**config.mk**
```make
export PLATFORM = sky130hd
export DESIGN_NAME = operand_fetch
export DESIGN_NICKNAME = d
export VERILOG_FILES = /design/src/rtl/operand_fetch.sv
export SDC_FILE = /design/constraint.sdc
export NUM_CORES = 1
export LEC_CHECK = 0
export ABC_AREA = 1
export CORE_UTILIZATION = 50
export CTS_CLUSTER_SIZE = 30
export DETAILED_ROUTE_END_ITERATION = 6
export PLACE_DENSITY = 0.85
export SLEW_MARGIN = 20
export SYNTH_ARGS = -nofsm -noshare
export SYNTH_HDL_FRONTEND = slang
export SYNTH_SLANG_ARGS = --single-unit
export TNS_END_PERCENT = 5
```
**constraint.sdc**
```tcl
create_clock -name CLK -period 1.3 [get_ports CLK]
set_clock_uncertainty 0.15 [all_clocks]
set_input_delay 0.195 -clock CLK [delete_from_list [all_inputs] [get_ports CLK]]
set_output_delay 0.195 -clock CLK [all_outputs]
set_load 0.02 [all_outputs]
```
**src/rtl/operand_fetch.sv**
```systemverilog
// Register file with a one-cycle registered operand fetch and same-edge write bypass.
// When HOLD is high the operand pair is frozen and ISSUE is dropped; register writes still commit.
module operand_fetch #(
    parameter int DATA_WIDTH = 8,
    parameter int ADDR_WIDTH = 3
) (
    input  logic                  CLK,
    input  logic                  RESET,
    input  logic [DATA_WIDTH-1:0] IN,
    input  logic [ADDR_WIDTH-1:0] INADDRESS,
    input  logic                  WRITE,
    input  logic [ADDR_WIDTH-1:0] OUT1ADDRESS,
    input  logic [ADDR_WIDTH-1:0] OUT2ADDRESS,
    input  logic                  ISSUE,
    input  logic                  HOLD,
    output logic [DATA_WIDTH-1:0] DATA1,
    output logic [DATA_WIDTH-1:0] DATA2,
    output logic                  OPVALID
);

    localparam int NUM_REGS = 1 << ADDR_WIDTH;

    logic [DATA_WIDTH-1:0] regs [NUM_REGS];
    logic [DATA_WIDTH-1:0] op1_nxt;
    logic [DATA_WIDTH-1:0] op2_nxt;

    // A write landing on the same edge as the fetch is forwarded so the operand is never stale.
    always_comb begin
        op1_nxt = regs[OUT1ADDRESS];
        op2_nxt = regs[OUT2ADDRESS];
        if (WRITE && (INADDRESS == OUT1ADDRESS)) op1_nxt = IN;
        if (WRITE && (INADDRESS == OUT2ADDRESS)) op2_nxt = IN;
    end

    always_ff @(posedge CLK) begin
        if (RESET) begin
            for (int i = 0; i < NUM_REGS; i++) regs[i] <= '0;
            DATA1   <= '0;
            DATA2   <= '0;
            OPVALID <= 1'b0;
        end else begin
            if (WRITE) regs[INADDRESS] <= IN;
            if (!HOLD) begin
                OPVALID <= ISSUE;
                if (ISSUE) begin
                    DATA1 <= op1_nxt;
                    DATA2 <= op2_nxt;
                end
            end
        end
    end

endmodule
```
==> results.md, run 1 <==
* CP Launch Point: OUT2ADDRESS[1]
* Post-placement cell area at 0.00526 mm2
* Syn avg cell area at 8.04 um2
* Grt total ovfl at 0
* Clock sinks at 81
* Hold endpoint: DATA2[0]
* Crit Reg-Reg Endpoint: DATA2[1]
* Post-route setup slack at 0.00870 ns
* FFs w/ async S/R, synth at 0%
* CTS Buf Count at 9
* CTS tree: built
* Worst r2r src: regs[2][1]
* Max cap viols at 0
* Synth Area in XOR/XNOR at 0.376%
* Starting Density at 52.1%
* Die area at 0.00903 mm2
* Synth Register Bits at 81
* Power density over the cells at 1110 mW/mm2
* Fin. Hold Viols at 0
* Antenna diodes at 0
* Die H at 95.0 um
* Worst-path clk slew at 0.08 ns
* H-tree levels at 3
* Largest family of logic cells by synthesized area: simple AND/OR/NAND/NOR gates
* Post-synthesis adder-cell area fraction at 0%
* Vias in the first global route at 4125
* Drt initial violations at 377
* Core box area at 0.00830 mm2
* Final setup vio count at 0
* CP peak stage delay at 0.26 ns
* Initial antenna violation count at 0
* Crit-path max FO at 5
* Wire length per cell at 19.6 um
* Routed via count at 4339
* HP Start: RESET
* Crit end category: flop
* Root Driver: clkbuf_8
* CP Launch Type: input pin
* Count leader, synth: nand2_1
* Critical Path RT at 1.45 ns
* Top FF cell, synth: edfxtp_1
* Worst EP arrival at 1.44 ns
* Post-synth net total at 560
* RSZ-0062 raised after global routing: yes
* Largest net degree at the start of global routing at 25
* Ports at 39
* Nets at 644
* Cell repeated most along the worst path: nand3_2
* Share of layout cells above drive strength 1 at 26.2%
* Final Max Tran Viols at 0
* Worst Tran Pin Value at 0.378 ns
* P&R area growth vs syn at 31.1%
* Post-Synth Simple-Gate Area at 32.6%
* Crit-path slowest cell: dlygate4sd2_1
* Yosys cell types at 26
* Die width at 95.0 um
* Crit Path Class: in2reg
* First-pass DRT Iterations at 5
* Synth Area in Compound Gates at 8.53%
* Max-slew headroom at 74.7%
* R2R cell count at 6
* All-Layer GR Usage at 34.0%
* Multiplexer share of the synthesized area at 0%
* Most frequent cells after synthesis: nand2_1 (130), nand3_1 (94), nor2_1 (93)
* HP Class: in2reg
* Hold path depth at 3
* Top cells by area, synth: edfxtp_1 (44%), nand2_1 (11%), nand3_1 (11%), nor2_1 (8.1%), dfxtp_1 (7.9%)
* Final Instance Area at 0.00567 mm2
* Leading area contributor after synthesis: edfxtp_1
* Row count at 33
* Worst-skew pair later-pin latency at 0.37 ns
* Status: finished clean
* First-pass GRT wire length at 21900 um
* Mapped Area at 0.00433 mm2
* Fillers at 668
* ANT nets after route at 0
* Vias/cell at 5.93
* Final min period at 1.29 ns
* Post-synthesis instance total at 538
* Total Routed Length at 14300 um
* Worst IR drop on VDD at 679 uV
* Final HPWL DP at 10200 um
* Cells along the critical path: dlygate4sd2_1 -> buf_4 -> nand2_1 -> nand2_2 -> nor2_4 -> nand3_4 -> nand3_2 -> nand3_2 -> a21oi_2
* Reg2Reg Setup Slack at 0.02 ns
* Final period utilization at 99.3%
* Number of flops mapped to enable cells by yosys at 64
* YS warnings at 0
* PortBufs at 38
* Sequential share of the synthesized area at 52.3%
* LEAKAGE at 2.39 nW
* Longest Clk Path Bufs at 2
* Post-placement setup slack at -0.673 ns
* Area share of the largest cell type after synthesis at 44.4%
* Max frequency at 774 MHz
* Final Wtd Congestion at 0.961
* Residual DRC at 0
-- critical path, delay by kind of cell --
family,cells,cell delay (ns)
AND/OR/NAND/NOR,6,0.67
AO/OA/AOI/OAI,1,0.14
buffers and inverters,2,0.42
-- registers in the layout, summed over array words and instances, names as in the netlist --
| signal | count |
|---|---|
| DATA1 | 8 |
| DATA2 | 8 |
| regs | 64 |
| OPVALID | 1 |
-- worst max path at each step --
| stage | endpoint | cells past startpoint |
|---|---|---|
| floorplan | regs[0][0] | 5 |
| CTS | DATA2[6] | 1 |
| detailed placement | DATA1[6] | 9 |
| global route | DATA1[1] | 9 |
| finish | DATA2[6] | 9 |
| global placement | DATA1[7] | 9 |
-- timing repair --
action,4_1_cts,5_1_grt
setup endpoints to repair,161,44
gates resized for setup,132,18
pin swaps,9,5
hold buffers,0,0
buffers inserted,2,0
cloned,2,1
-- cells by family (layout without fill, tap and decap cells) --
| group | count (synthesis) | after routing |
|---|---|---|
| AOI/OAI and AO/OA | 64 | 64 |
| DFF | 81 | 81 |
| buffers and inverters | 62 | 149 |
| and+or+nand+nor | 330 | 332 |
| xor gates and xnor gates | 1 | 1 |
-- power breakdown --
group / switching, mW / internal (mW)
clock: 1.00 / 1.10
combinational: 0.724 / 0.436
sequential: 0.0886 / 2.95
total: 1.81 / 4.49
-- through the flow --
stage | hold slack [ns] | instances | total power [mW] | TNS, ns | utilization (%)
finish | 0.256 | 732 | 6.30 | 0 | 68.3
global route | 0.283 | 732 | 6.50 | -0.560 | 68.3
CTS | 0.244 | 731 | 6.27 | -0.0478 | 68.2
detailed placement | 0.303 | 711 | 4.17 | -79.05 | 63.3
global placement | 0.295 | 711 | 4.15 | -76.73 | 63.3
floorplan | 0.114 | 538 | 3.65 | -2.65 | -
-- cells in the final DEF (no fill, tap or decap), types with 3 or more instances in the layout --
master           instances
clkinvlp_4               5
nand4_1                  6
buf_4                   44
clkbuf_8                 9
nor2_1                  89
o21ai_0                 21
nor2_4                   3
edfxtp_1                64
o211ai_1                12
o21ai_1                  5
nand2_2                  9
clkinv_4                 3
inv_1                   16
dlygate4sd2_1            8
clkinv_1                 8
dfxtp_1                 17
a21oi_2                  6
a21oi_1                 17
inv_2                    6
buf_12                   8
buf_2                   17
nand3_2                 19
nand3_1                 75
nand2_1                114
nand2_4                 11
nor2_2                   4
buf_6                    8
clkdlybuf4s50_1         10
-- area by class of cell --
type | count | area (um2) | area share [%]
timing repair buffer | 98 | 856 | 15.1
timing repair inverter | 1 | 7.51 | 0.132
clock buffer | 9 | 124 | 2.18
tap | 105 | 131 | 2.32
multi-input combinational | 397 | 2050 | 36.1
sequential | 81 | 2260 | 39.9
inverter | 34 | 141 | 2.49
clock inverter | 7 | 103 | 1.81
-- metal layers --
metal / GRT usage (%) / share of wire (%) / vias to the layer above
li1: - / - / 1987
met1: 42.1 / 39 / 2060
met2: 54.3 / 47 / 231
met3: 7.34 / 8.8 / 61
met4: 20.8 / 5.3 / 0
met5: 0 / 0 / -
Power figures use the tool's default switching activity.
==> inputs of run 2 (changes only) <==
--- a/config.mk
+++ b/config.mk
@@ -9,7 +9,7 @@
 export CORE_UTILIZATION = 50
 export CTS_CLUSTER_SIZE = 30
 export DETAILED_ROUTE_END_ITERATION = 6
-export PLACE_DENSITY = 0.85
+export PLACE_DENSITY = 0.74
 export SLEW_MARGIN = 20
 export SYNTH_ARGS = -nofsm -noshare
 export SYNTH_HDL_FRONTEND = slang
==> run 2 against run 1 <==
Net effect: first-iteration DRC count is 31% higher; routed wire length is 9.7% lower; sequential power hardly changed; worst hold slack better by 0.033 ns; fmax is 0.64% lower; count of clock-buffer cells in the layout is 2 higher; register-to-register slack worse by 0.02 ns; clock power is 5% higher; largest cell class unchanged.
==> results.md, run 2 (synthesized netlist as in run 1, its figures left out) <==
* Final HPWL DP at 9330 um (-8.6%)
* Power density over the cells at 1150 mW/mm2 (+3.1%)
* Worst-path clk slew at 0.09 ns (about the same)
* Worst IR drop on VDD at 742 uV (+9.2%)
* CP peak stage delay at 0.40 ns (+0.14 ns)
* Worst Tran Pin Value at 0.312 ns (-0.0660 ns)
* CTS Buf Count at 9 (unchanged)
* Critical Path RT at 1.41 ns (-0.04 ns)
* Nets at 643 (-0.16%)
* Final Wtd Congestion at 0.920 (-4.3%)
* First-pass DRT Iterations at 6 (+1)
* Fillers at 680 (+1.8%)
* Share of layout cells above drive strength 1 at 20.6% (-5.5 points)
* All-Layer GR Usage at 31.0% (-3.0 points)
* Multi-input logic area at 0.00194 mm2 (-5.2%)
* Drt initial violations at 494 (+31%)
* H-tree levels at 3 (unchanged)
* First-pass GRT wire length at 20200 um (-7.7%)
* Core box area at 0.00830 mm2 (unchanged)
* Clock sinks at 81 (unchanged)
* Fin. Hold Viols at 0 (unchanged)
* Die width at 95.0 um (unchanged)
* Initial antenna violation count at 0 (unchanged)
* Antenna diodes at 0 (unchanged)
* HP Class: in2reg
* CP Launch Type: flop
* Top sig layer: met4
* Total Routed Length at 12900 um (-9.7%)
* Final period utilization at 100% (+0.64 points)
* Wire length per cell at 17.7 um (-9.6%)
* Starting Density at 52.1% (unchanged)
* ANT nets after route at 0 (unchanged)
* Worst EP arrival at 1.41 ns (-0.03 ns)
* Final setup vio count at 0 (unchanged)
* DR WL met2 at 6160 um (-9.1%)
* Max reg flops at 64 (unchanged)
* Most flop-heavy register: regs
* Max cap viols at 0 (unchanged)
* Root Driver: clkbuf_8
* Worst Hold Slack at 0.289 ns (+0.0335 ns)
* Die area at 0.00903 mm2 (unchanged)
* Commonest non-fill, non-tap cell in the layout: nand2_1
* Clk network pwr share at 34.9% (+1.6 points)
* Switching Fraction at 26.6% (-2.2 points)
* Vias/cell at 5.80 (-2.1%)
* Routed met1 length at 5040 um (-8.8%)
* Largest net degree at the start of global routing at 30 (+20%)
* Final Max Tran Viols at 0 (unchanged)
* Grt total ovfl at 0 (unchanged)
* Cell repeated most along the worst path: nand3_1
* NetSw at 1.68 mW (-7.2%)
* Crit-path slowest cell: edfxtp_1
* Status: finished clean
* Residual DRC at 0 (unchanged)
* Crit end category: flop
* Reg area at 0.00226 mm2 (unchanged)
* Final min period at 1.30 ns (+0.00833 ns)
* Row count at 33 (unchanged)
* RSZ-0062 raised after global routing: yes
* Met3 WL post-DR at 1350 um (+7.0%)
* Regs by FF count: regs (64), DATA1 (8), DATA2 (8)
* Cells along the critical path: buf_4 -> o211ai_1 -> nand3_1 -> nand3_1 -> a21oi_1
* LEAKAGE at 2.35 nW (-1.8%)
* Reg power frac at 48.0% (-0.3 points)
* Ports at 39 (unchanged)
* Die H at 95.0 um (unchanged)
* P&R area growth vs syn at 27.7%
* Max frequency at 769 MHz (-0.64%)
* CTS tree: built
* PortBufs at 38 (unchanged)
* Worst-skew pair later-pin latency at 0.36 ns (about the same)
* Crit Path Class: reg2reg
* Combinational share of power at 17.1% (-1.3 points)
* Vias in the first global route at 4063 (-1.5%)
* Util after Layout at 66.6% (-1.8 points)
* Internal power at 4.65 mW (+3.6%)
* Commonest non-fill, non-tap cells in the layout: nand2_1 (120), nand3_1 (94), nor2_1 (90)
* Routed via count at 4243 (-2.2%)
* Max-slew headroom at 79.2% (+4.5 points)
* Longest Clk Path Bufs at 2 (unchanged)
* Crit-path max FO at 2 (-3)
==> run 2: power groups by stage <==
stage	Combinational, mW	Clock, mW	Sequential [mW]
after global routing	1.17	2.34	3.05
after floorplan	0.541	0	3.11
final	1.08	2.21	3.04
after detailed placement	1.03	0	3.09
after global placement	1.01	0	3.08
after CTS	1.06	2.21	3.03
==> run 2: final timing paths <==
kind              endpoint        from  cells after the start  slack [ns]
setup / recovery  DATA1[1]  regs[6][1]                      5      0.0004
hold / removal     OPVALID        HOLD                      3        0.29
setup reg to reg  DATA1[1]  regs[6][1]                      5      0.0004
hold reg to reg   DATA2[7]    DATA2[7]                      2        0.31
==> run 2: what timing repair did <==
action                     in CTS  in global routing
pin swaps                       8                  9
hold buffers                    0                  0
resized for setup             109                 10
buffers inserted                0                  1
cloned                          2                  0
setup endpoints to repair     161                 52
==> run 2: layout make-up <==
class / count / share of cell area [%]
flip-flops and latches: 81 / 40.9
multi-input cells: 397 / 35.1
repair buffers: 98 / 14.9
clock buffers: 11 / 2.38
well taps: 105 / 2.38
inverters: 34 / 2.36
clock inverters: 5 / 1.88
==> run 2: per-stage QoR <==
stage	setup WS (ns)	instances	area, um2	TNS [ns]	power (mW)
after global routing	-0.115	731	5530	-0.305	6.56
after global placement	-0.628	712	5240	-72.98	4.10
after CTS	-0.00852	730	5550	-0.00852	6.31
final	0.000374	731	5530	0	6.33
after detailed placement	-0.692	712	5240	-78.27	4.12
after floorplan	-0.0404	538	4350	-2.65	3.65
==> run 2: critical path: cells and delay by family, from the launching register on <==
family	cells	cell delay, ns
and+or+nand+nor	2	0.29
AOI/OAI and AO/OA	2	0.22
DFF	1	0.40
buffers and inverters	1	0.14
==> run 2: metal layers <==
layer | track usage [%] | vias to the layer above
li1 | - | 1984
met3 | 6.62 | 48
met2 | 51.4 | 287
met5 | 0 | -
met1 | 38.8 | 1924
met4 | 14.3 | 0
==> inputs of run 3 (changes only) <==
--- a/config.mk
+++ b/config.mk
@@ -6,6 +6,7 @@
 export NUM_CORES = 1
 export LEC_CHECK = 0
 export ABC_AREA = 1
+export CORE_MARGIN = 8
 export CORE_UTILIZATION = 50
 export CTS_CLUSTER_SIZE = 30
 export DETAILED_ROUTE_END_ITERATION = 6
==> run 3 against run 2 <==
Net effect: the run now ends with setup timing left; non-clock buffer count grew 8; final cell count increased by 1.5%; critical endpoint is now DATA2[1]; count of clock-buffer cells in the layout is 2 higher; total power is essentially flat; global-route usage is 6.3 points lower; largest power group unchanged; flip-flop and latch count unchanged; via count grew 2.4%.
==> results.md, run 3 (synthesized netlist as in run 1, its figures left out) <==
* Root Driver: clkbuf_8
* Failing checks: setup timing
* Final min period at 1.31 ns (+0.0115 ns)
* HP Class: in2reg
* Row count at 34 (+3.0%)
* First-pass GRT wire length at 22400 um (+11%)
* Max frequency at 763 MHz (-0.88%)
* Worst EP arrival at 0.97 ns (-0.44 ns)
* CTS Buf Count at 9 (unchanged)
* Cells along the critical path: clkdlybuf4s15_2
* Post-route setup slack at -0.0111 ns (-0.0115 ns)
* CP Buf/Inv Count at 1 (unchanged)
* Final HPWL DP at 9860 um (+5.7%)
* CTS tree: built
* CP Launch Point: DATA2[1]
* Post-placement cell area at 0.00521 mm2 (-0.45%)
* Worst r2r src: regs[6][1]
* Cts hold-fix bufs at 0 (unchanged)
* Cell family with most CP delay: flip-flops
* Nets at 651 (+1.2%)
* H-tree levels at 3 (unchanged)
* Starting Density at 50.6% (-1.5 points)
* Commonest non-fill, non-tap cell in the layout: nand2_1
* Fin. Hold Viols at 0 (unchanged)
* CP endpoint: DATA2[1]
* Core box area at 0.00855 mm2 (+3.0%)
* Final total power at 6.33 mW (about the same)
* Die width at 109 um (+15%)
* NetSw at 1.76 mW (+4.6%)
* Multi-input logic area at 0.00204 mm2 (+5.2%)
* Critical Path RT at 0.95 ns (-0.46 ns)
* Most flop-heavy register: regs
* Clock sinks at 81 (unchanged)
* Worst-path clk slew at 0.09 ns (about the same)
* Final Instance Area at 0.00569 mm2 (+2.9%)
* Ports at 39 (unchanged)
* Worst IR drop on VDD at 615 uV (-17%)
* Power density over the cells at 1110 mW/mm2 (-2.9%)
* Crit-path slowest cell: dfxtp_1
* Final period utilization at 101% (+0.88 points)
* Switching Fraction at 27.8% (+1.2 points)
* Routed via count at 4345 (+2.4%)
* LEAKAGE at 2.43 nW (+3.7%)
* Final Max Tran Viols at 0 (unchanged)
* Reg power frac at 47.9% (about the same)
* Final Wtd Congestion at 0.978 (+6.3%)
* Internal power at 4.57 mW (-1.7%)
* CP peak stage delay at 0.34 ns (-0.06 ns)
* Fillers at 695 (+2.2%)
* Max reg flops at 64 (unchanged)
* Regs by FF count: regs (64), DATA1 (8), DATA2 (8)
* Antenna diodes at 0 (unchanged)
* Max cap viols at 0 (unchanged)
* Vias in the first global route at 4330 (+6.6%)
* Commonest non-fill, non-tap cells in the layout: nand2_1 (118), nor2_1 (87), nand3_1 (75)
* Die area at 0.0119 mm2 (+32%)
* Crit-path max FO at 2 (unchanged)
* First-pass DRT Iterations at 5 (-1)
* Max-slew headroom at 79.5% (+0.39 points)
* Crit Reg-Reg Endpoint: DATA2[1]
* Largest net degree at the start of global routing at 22 (-27%)
* Crit end category: primary output
* Crit Path Class: reg2out
* Worst Tran Pin Value at 0.305 ns (-0.00688 ns)
* R2R cell count at 6 (+1)
* Grt total ovfl at 0 (unchanged)
* Status: complete, but fails checks
* Number of cells on the critical path at 1 (-4)
* CP Launch Type: flop
* Initial antenna violation count at 0 (unchanged)
* Worst Hold Slack at 0.291 ns (+0.00181 ns)
* Final setup vio count at 1 (+1)
* Die H at 109 um (+15%)
* All-Layer GR Usage at 24.7% (-6.3 points)
* Drt initial violations at 373 (-24%)
* Wire length per cell at 19.1 um (+7.9%)
* Reg area at 0.00226 mm2 (unchanged)
* Residual DRC at 0 (unchanged)
* Clk network pwr share at 33.8% (-1.1 points)
* Combinational share of power at 18.3% (+1.2 points)
* ANT nets after route at 0 (unchanged)
* Share of layout cells above drive strength 1 at 26.7% (+6.0 points)
* PortBufs at 38 (unchanged)
* Total Routed Length at 14200 um (+9.5%)
* RSZ-0062 raised after global routing: yes
* Vias/cell at 5.86 (+0.89%)
* P&R area growth vs syn at 31.5%
* Post-placement setup slack at -0.698 ns (-0.00598 ns)
* Longest Clk Path Bufs at 2 (unchanged)
* Reg2Reg Setup Slack at 0.04 ns (+0.04 ns)
* Setup TNS at -0.0111 ns (-0.0111 ns)
* Worst-skew pair later-pin latency at 0.36 ns (about the same)
[run 3: cell count changes in the layout (fill, tap and decap cells not counted), moves of 5 or more]
cell	delta
buf_4	+7
nand2_2	+5
nand3_1	-19
nand3_2	+19
nor2_2	+5
[run 3: power by group through the flow]
stage | clock, mW | sequential [mW] | combinational, mW
2_1_floorplan | 0 | 3.11 | 0.541
3_3_place_gp | 0 | 3.08 | 1.02
3_5_place_dp | 0 | 3.09 | 1.03
4_1_cts | 2.14 | 3.03 | 1.11
5_1_grt | 2.23 | 3.05 | 1.24
6_report | 2.14 | 3.03 | 1.16
[run 3: worst min-delay path by stage]
| stage | startpoint | to | depth (start not counted) |
|---|---|---|---|
| after floorplan | RESET | OPVALID | 1 |
| after global placement | OPVALID | OPVALID | 2 |
| after detailed placement | DATA2[3] | DATA2[3] | 2 |
| after CTS | RESET | DATA2[2] | 4 |
| after global routing | RESET | DATA1[2] | 4 |
| final | RESET | DATA2[2] | 4 |
[run 3: stage by stage]
step	util, %	instances
2_1_floorplan	-	538
3_3_place_gp	61.0	718
3_5_place_dp	61.0	718
4_1_cts	65.8	742
5_1_grt	66.5	742
6_report	66.5	742
[run 3: per-layer routing]
metal	global-route usage, %	up-vias	part of all wire [%]
met2	41.5	243	49
met3	5.44	43	9.3
li1	-	1996	-
met1	29.8	2063	38
met4	10.9	0	3.2
met5	0	-	0
[run 3: repair_timing]
action                                  4_1_cts  5_1_grt
resized for setup                           126       27
buffers inserted                              5        0
gates cloned                                  3        0
pin swaps                                    19        8
endpoints found under the setup margin      161       77
[run 3: cell type report]
cell class,instances,area share [%]
timing repair buffer,106,15.4
inverter,34,2.38
clock inverter,3,0.770
multi-input combinational,397,35.9
tap,108,2.38
clock buffer,13,3.37
sequential,81,39.8
[run 3: tightest hold or removal path: cells and delay by family]
family | cells | cell delay, ns
compound gates | 1 | 0.04
buf+inv | 3 | 0.52
